**config.mk**
```make
export PLATFORM = sky130hd
export DESIGN_NAME = ysyx_25040105_seq_ctrl
export DESIGN_NICKNAME = d
export VERILOG_FILES = /design/src/rtl/ysyx_25040105_seq_ctrl.sv
export SDC_FILE = /design/constraint.sdc
export NUM_CORES = 1
export LEC_CHECK = 0
export CORE_ASPECT_RATIO = 1.2
export CORE_MARGIN = 4
export CORE_UTILIZATION = 35
export DETAILED_ROUTE_END_ITERATION = 10
export PLACE_DENSITY = 0.77
export RECOVER_POWER = 25
export SLEW_MARGIN = 20
export SYNTH_ARGS = -nofsm -noshare
export SYNTH_HDL_FRONTEND = slang
export SYNTH_SLANG_ARGS = --single-unit
```
**constraint.sdc**
```tcl
create_clock -name clk -period 5.6 [get_ports clk]
set_clock_uncertainty 0.1 [all_clocks]
set_input_delay 0.56 -clock clk [delete_from_list [all_inputs] [get_ports clk]]
set_output_delay 0.56 -clock clk [all_outputs]
set_load 0.05 [all_outputs]
```
**src/rtl/ysyx_25040105_seq_ctrl.sv**
```systemverilog
// ysyx_25040105_seq_ctrl: multi-cycle instruction sequencer for the NPC core.
// Owns PC and the instruction register. Runs fetch, decode, execute, an
// optional memory access and writeback. Stops on ebreak (halt) or on a
// response timeout / misaligned next_pc (fault).
// Optional macro PERF_CNT_EN adds 64-bit cycle and retired-instruction
// counters. Without it, both counter outputs are tied to zero.
module ysyx_25040105_seq_ctrl #(
  parameter logic [31:0] RESET_PC = 32'h8000_0000,
  parameter int unsigned TIMEOUT  = 255
) (
  input  logic        clk,
  input  logic        rst_n,
  output logic        ifu_req_valid,
  input  logic        ifu_req_ready,
  output logic [31:0] ifu_req_addr,
  input  logic        ifu_rsp_valid,
  output logic        ifu_rsp_ready,
  input  logic [31:0] ifu_rsp_data,
  output logic [31:0] inst,
  output logic [31:0] pc,
  input  logic        dec_is_load,
  input  logic        dec_is_store,
  input  logic        dec_is_ebreak,
  input  logic        dec_reg_wen,
  input  logic [31:0] next_pc,
  output logic        lsu_req_valid,
  input  logic        lsu_req_ready,
  output logic        lsu_we,
  input  logic        lsu_rsp_valid,
  output logic        lsu_rsp_ready,
  output logic        rf_wen,
  output logic        retire,
  output logic        halt,
  output logic        fault,
  output logic [63:0] cycle_cnt,
  output logic [63:0] inst_cnt
);

  typedef enum logic [3:0] {
    S_FETCH_REQ,
    S_FETCH_WAIT,
    S_DECODE,
    S_EXEC,
    S_MEM_REQ,
    S_MEM_WAIT,
    S_WB,
    S_HALT,
    S_FAULT
  } state_e;

  // The last wait cycle that may still accept a response.
  localparam logic [15:0] TMO_LAST = 16'(TIMEOUT - 1);

  state_e      state_q, state_d;
  logic [31:0] pc_q, pc_d;
  logic [31:0] inst_q, inst_d;
  logic [15:0] tmo_q, tmo_d;
  logic        wb_ok;

  assign wb_ok = (state_q == S_WB) && (next_pc[1:0] == 2'b00);

  // State, PC, instruction and timeout registers
  always_ff @(posedge clk or negedge rst_n) begin
    if (!rst_n) begin
      state_q <= S_FETCH_REQ;
      pc_q    <= RESET_PC;
      inst_q  <= 32'h0000_0013;
      tmo_q   <= '0;
    end else begin
      state_q <= state_d;
      pc_q    <= pc_d;
      inst_q  <= inst_d;
      tmo_q   <= tmo_d;
    end
  end

  // Next-state logic. Responses are only taken in the WAIT states.
  always_comb begin
    state_d = state_q;
    pc_d    = pc_q;
    inst_d  = inst_q;
    tmo_d   = tmo_q;
    case (state_q)
      S_FETCH_REQ: begin
        if (ifu_req_ready) begin
          state_d = S_FETCH_WAIT;
          tmo_d   = '0;
        end
      end
      S_FETCH_WAIT: begin
        if (ifu_rsp_valid) begin
          inst_d  = ifu_rsp_data;
          state_d = S_DECODE;
        end else if (tmo_q == TMO_LAST) begin
          state_d = S_FAULT;
        end else begin
          tmo_d = tmo_q + 16'd1;
        end
      end
      S_DECODE: state_d = S_EXEC;
      S_EXEC: begin
        if (dec_is_ebreak)                    state_d = S_HALT;
        else if (dec_is_load || dec_is_store) state_d = S_MEM_REQ;
        else                                  state_d = S_WB;
      end
      S_MEM_REQ: begin
        if (lsu_req_ready) begin
          state_d = S_MEM_WAIT;
          tmo_d   = '0;
        end
      end
      S_MEM_WAIT: begin
        if (lsu_rsp_valid)            state_d = S_WB;
        else if (tmo_q == TMO_LAST)   state_d = S_FAULT;
        else                          tmo_d = tmo_q + 16'd1;
      end
      S_WB: begin
        if (next_pc[1:0] != 2'b00) begin
          state_d = S_FAULT;
        end else begin
          pc_d    = next_pc;
          state_d = S_FETCH_REQ;
        end
      end
      S_HALT:  state_d = S_HALT;
      S_FAULT: state_d = S_FAULT;
      default: state_d = S_FAULT;
    endcase
  end

  // The fetch request is gated by rst_n so nothing is offered while in reset.
  assign ifu_req_valid = rst_n && (state_q == S_FETCH_REQ);
  assign ifu_req_addr  = pc_q;
  assign ifu_rsp_ready = (state_q == S_FETCH_WAIT);
  assign lsu_req_valid = (state_q == S_MEM_REQ);
  assign lsu_we        = (state_q == S_MEM_REQ) && dec_is_store;
  assign lsu_rsp_ready = (state_q == S_MEM_WAIT);
  assign rf_wen        = wb_ok && dec_reg_wen;
  // ebreak retires on the cycle that commits the move into HALT.
  assign retire        = wb_ok || ((state_q == S_EXEC) && dec_is_ebreak);
  assign halt          = (state_q == S_HALT);
  assign fault         = (state_q == S_FAULT);
  assign inst          = inst_q;
  assign pc            = pc_q;

`ifdef PERF_CNT_EN
  logic [63:0] cyc_q, icnt_q;

  // Free-running perf counters, frozen once the core has stopped
  always_ff @(posedge clk or negedge rst_n) begin
    if (!rst_n) begin
      cyc_q  <= '0;
      icnt_q <= '0;
    end else begin
      if (!halt && !fault) cyc_q <= cyc_q + 64'd1;
      if (retire)          icnt_q <= icnt_q + 64'd1;
    end
  end

  assign cycle_cnt = cyc_q;
  assign inst_cnt  = icnt_q;
`else
  assign cycle_cnt = 64'd0;
  assign inst_cnt  = 64'd0;
`endif

endmodule

```
==> impl_metrics.sql <==
INSERT INTO impl_metrics (metric_group, metric, value, unit) VALUES
('logic_synthesis', 'postSynth.asyncResetShare', '100', '%'),
('logic_synthesis', 'synthMuxAreaShare', '15.7', '%'),
('worst_hold_path', 'holdCritPathClass', 'register to register', ''),
('logic_synthesis', 'ys.flop_type', 'sky130_fd_sc_hd__dfrtp_1', ''),
('detailed_routing', 'dr.first_iter.drc_count', '116', ''),
('detailed_routing', 'routed.top_layer', 'met5', ''),
('power_and_ir_drop', 'worst_ir_drop_vdd', '308', 'uV'),
('global_routing', 'antenna_found_initial', '1', ''),
('worst_setup_path', 'cp_data_required_time', '4.94', 'ns'),
('layout', 'growth_of_design_area_from_synthesis_to_finish', '31.3', '%'),
('detailed_routing', 'vias_per_cell', '4.26', ''),
('status', 'failing_checks', 'max-capacitance violations, max-slew violations', ''),
('clock_tree', 'numCtsBuffers', '9', ''),
('floorplanning', 'core', '0.0134', 'mm^2'),
('global_routing', 'number_of_global_route_vias_before_repair', '3343', ''),
('layout', 'post_route_cells_drive_above_1_share', '10.6', '%'),
('timing', 'maxSlewViolCount', '70', ''),
('timing', 'fin_tns_setup', '0', 'ns'),
('timing', 'unrepaired_setup_endpoints_after_global_routing', 'no', ''),
('detailed_routing', 'antenna_left', '0', ''),
('floorplanning', 'initial_utilization', '36.2', '%'),
('layout', 'nNetsFinal', '663', ''),
('detailed_routing', 'detailroute.via_count', '3236', ''),
('place', 'io_buffer_count', '178', ''),
('place', 'post_detail_place_hpwl', '9870', 'um'),
('layout', 'final_common_cell', 'sky130_fd_sc_hd__clkdlybuf4s50_1', ''),
('status', 'status', 'finished with violations', ''),
('detailed_routing', 'wire_per_inst', '16.2', 'um'),
('logic_synthesis', 'synth_area_per_cell', '11.0', 'um^2'),
('timing', 'setup-violations-final', '0', ''),
('worst_setup_path', 'setup.worst_path.start_class', 'register', ''),
('detailed_routing', 'first_drt_pass_iteration_count', '4', ''),
('power_and_ir_drop', 'power.density_cell_area', '573', 'mW/mm^2'),
('global_routing', 'pin_count_of_the_biggest_net_entering_global_routing', '70', ''),
('worst_setup_path', 'crit_path_max_fanout', '18', ''),
('clock_tree', 'clkTransAtPathRegs', '0.06', 'ns'),
('job', 'max_cap_viol_count', '1', ''),
('clock_tree', 'cts_num_sinks', '84', ''),
('timing', 'fin_crit_sh', '70.5', '%'),
('logic_synthesis', 'synth_compound_gate_area_share', '1.94', '%'),
('clock_tree', 'max_clock_buf_depth', '2', ''),
('floorplanning', 'die_w', '115', 'um'),
('detailed_routing', 'met2_wirelength', '6620', 'um'),
('worst_setup_path', 'critical_path_arrival', '3.29', 'ns'),
('logic_synthesis', 'synth_register_bits', '84', ''),
('logic_synthesis', 'dominant_combinational_cell_family_by_area_after_synthesis', 'buffers and inverters', ''),
('clock_tree', 'cts-root-buf', 'sky130_fd_sc_hd__clkbuf_16', ''),
('logic_synthesis', 'edff_count_synth', '0', ''),
('floorplanning', 'chipHeight', '137', 'um'),
('logic_synthesis', 'synthesis.instances', '441', ''),
('logic_synthesis', 'syn_area', '0.00483', 'mm^2'),
('floorplanning', 'floorplan.die_area', '0.0158', 'mm^2'),
('logic_synthesis', 'synth_fa_ha_area_share', '0.518', '%'),
('power_and_ir_drop', 'leakagePower', '2.93', 'nW'),
('detailed_routing', 'detailroute.wirelength.met3', '1230', 'um'),
('floorplanning', 'rows', '46', ''),
('logic_synthesis', 'synth.yosys.seq_area_share', '43.6', '%'),
('detailed_routing', 'met1Wirelength', '4270', 'um'),
('power_and_ir_drop', 'p_total', '0.00364', 'W'),
('timing', 'fin_crit', '3.95', 'ns'),
('worst_setup_path', 'criticalPathCategory', 'register to primary output', ''),
('timing', 'max_slew.worst_pin.slew', '1.73', 'ns'),
('layout', 'antennaDiodeCount', '0', ''),
('logic_synthesis', 'yosys_warnings', '0', ''),
('timing', 'finalHoldViolCount', '0', ''),
('clock_tree', 'htreeDepth', '3', ''),
('floorplanning', 'io_pins', '307', ''),
('logic_synthesis', 'post_synth_and_or_nand_nor_area_fraction', '9.94', '%'),
('global_routing', 'overflow', '0', ''),
('detailed_routing', 'routed_wl', '12300', 'um'),
('worst_setup_path', 'timing.critical_path.to_type', 'primary output', '');
==> layer usage <==
layer  up-vias  global-route usage [%]
met5         -                       0
met4         2                    5.61
met3        16                    4.87
met2       183                    26.6
met1      1560                    16.8
li1       1475                       -
==> stage by stage <==
stage / cells / hold WS (ns) / utilization, % / area, um^2 / worst slack (ns)
after global routing: 760 / 0.429 / 47.5 / 6350 / 1.45
final: 760 / 0.403 / 47.5 / 6350 / 1.65
after detailed placement: 743 / 0.341 / 45.3 / 6050 / 1.73
after global placement: 743 / 0.335 / 45.3 / 6050 / 1.74
after floorplan: 568 / 0.164 / - / 5310 / 2.63
after CTS: 760 / 0.409 / 47.6 / 6350 / 1.62
==> worst max-delay path, stage by stage (launching register included) <==
cell                              delay, ns
sky130_fd_sc_hd__dfrtp_1               0.51
sky130_fd_sc_hd__inv_2                 0.09
sky130_fd_sc_hd__nor2_1                0.21
sky130_fd_sc_hd__or4b_1                0.84
sky130_fd_sc_hd__buf_4                 0.37
sky130_fd_sc_hd__nand2_1               0.11
sky130_fd_sc_hd__clkdlybuf4s50_1       0.81
==> where the power goes <==
group | internal, W | switching (W)
sequential | 0.000816 | 0.000153
clock | 0.000350 | 0.000249
combinational | 0.000657 | 0.00142
==> cell type report <==
type	instances	area, um^2
clock inverters	6	68.8
inverters	3	11.3
flip-flops and latches	84	2110
repair buffers	182	1810
multi-input cells	307	1920
fillers	1207	7000
clock buffers	10	229
well taps	168	210
==> logic make-up (layout without fill, tap and decap cells) <==
kind of cell | Yosys count | count (layout)
AOI/OAI and AO/OA | 14 | 14
other | 1 | 128
adders and majority gates | 2 | 2
buffers and inverters | 177 | 201
muxes | 68 | 68
and+or+nand+nor | 86 | 86
DFF | 84 | 84
xor gates and xnor gates | 9 | 9
==> state kept, by name, indices dropped and copies added (netlist names) <==
name / flops
state_q: 4
ifu_req_addr: 32
inst: 32
tmo_q: 16
==> path summary, 6_finish.rpt <==
| check | start | to | slack (ns) | cells past startpoint |
|---|---|---|---|---|
| setup / recovery | state_q[1]$_DFFE_PN0P_ | retire | 1.65 | 6 |
| hold / removal | inst[8]$_DFFE_PN0P_ | inst[8]$_DFFE_PN0P_ | 0.40 | 1 |
| min in group asynchronous | rst_n | ifu_req_addr[3]$_DFFE_PN0P_ | 0.78 | 2 |
| max in group asynchronous | rst_n | inst[5]$_DFFE_PN0P_ | 2.40 | 3 |
| hold reg to reg | inst[8]$_DFFE_PN0P_ | inst[8]$_DFFE_PN0P_ | 0.40 | 1 |
| setup reg to reg | tmo_q[0]$_DFFE_PN0P_ | tmo_q[6]$_DFFE_PN0P_ | 2.86 | 7 |
==> what timing repair did <==
| item | 4_1_cts | 5_1_grt |
|---|---|---|
| hold endpoints to repair | 15 | 0 |
| hold buffers | 1 | 0 |
| resized for setup | 0 | 0 |
| setup buffers | 0 | 0 |
==> Yosys cell counts (4+ instances only) <==
cell                         n  area share (%)
sky130_fd_sc_hd__mux2_1     26             6.1
sky130_fd_sc_hd__a21oi_1     4            0.41
sky130_fd_sc_hd__mux2_2     36             8.4
sky130_fd_sc_hd__and3_1      7            0.91
sky130_fd_sc_hd__dfrtp_1    80              41
sky130_fd_sc_hd__buf_2       6            0.62
sky130_fd_sc_hd__xnor2_1     8             1.4
sky130_fd_sc_hd__clkbuf_1    4            0.31
sky130_fd_sc_hd__nand3_1     8            0.83
sky130_fd_sc_hd__nor3_1      7            0.72
sky130_fd_sc_hd__buf_4     160              25
sky130_fd_sc_hd__mux2i_1     6             1.2
sky130_fd_sc_hd__dfstp_2     4             2.2
sky130_fd_sc_hd__nor2_1     18             1.4
sky130_fd_sc_hd__nand2_1    17             1.3
(Power assumes the default switching activity.)
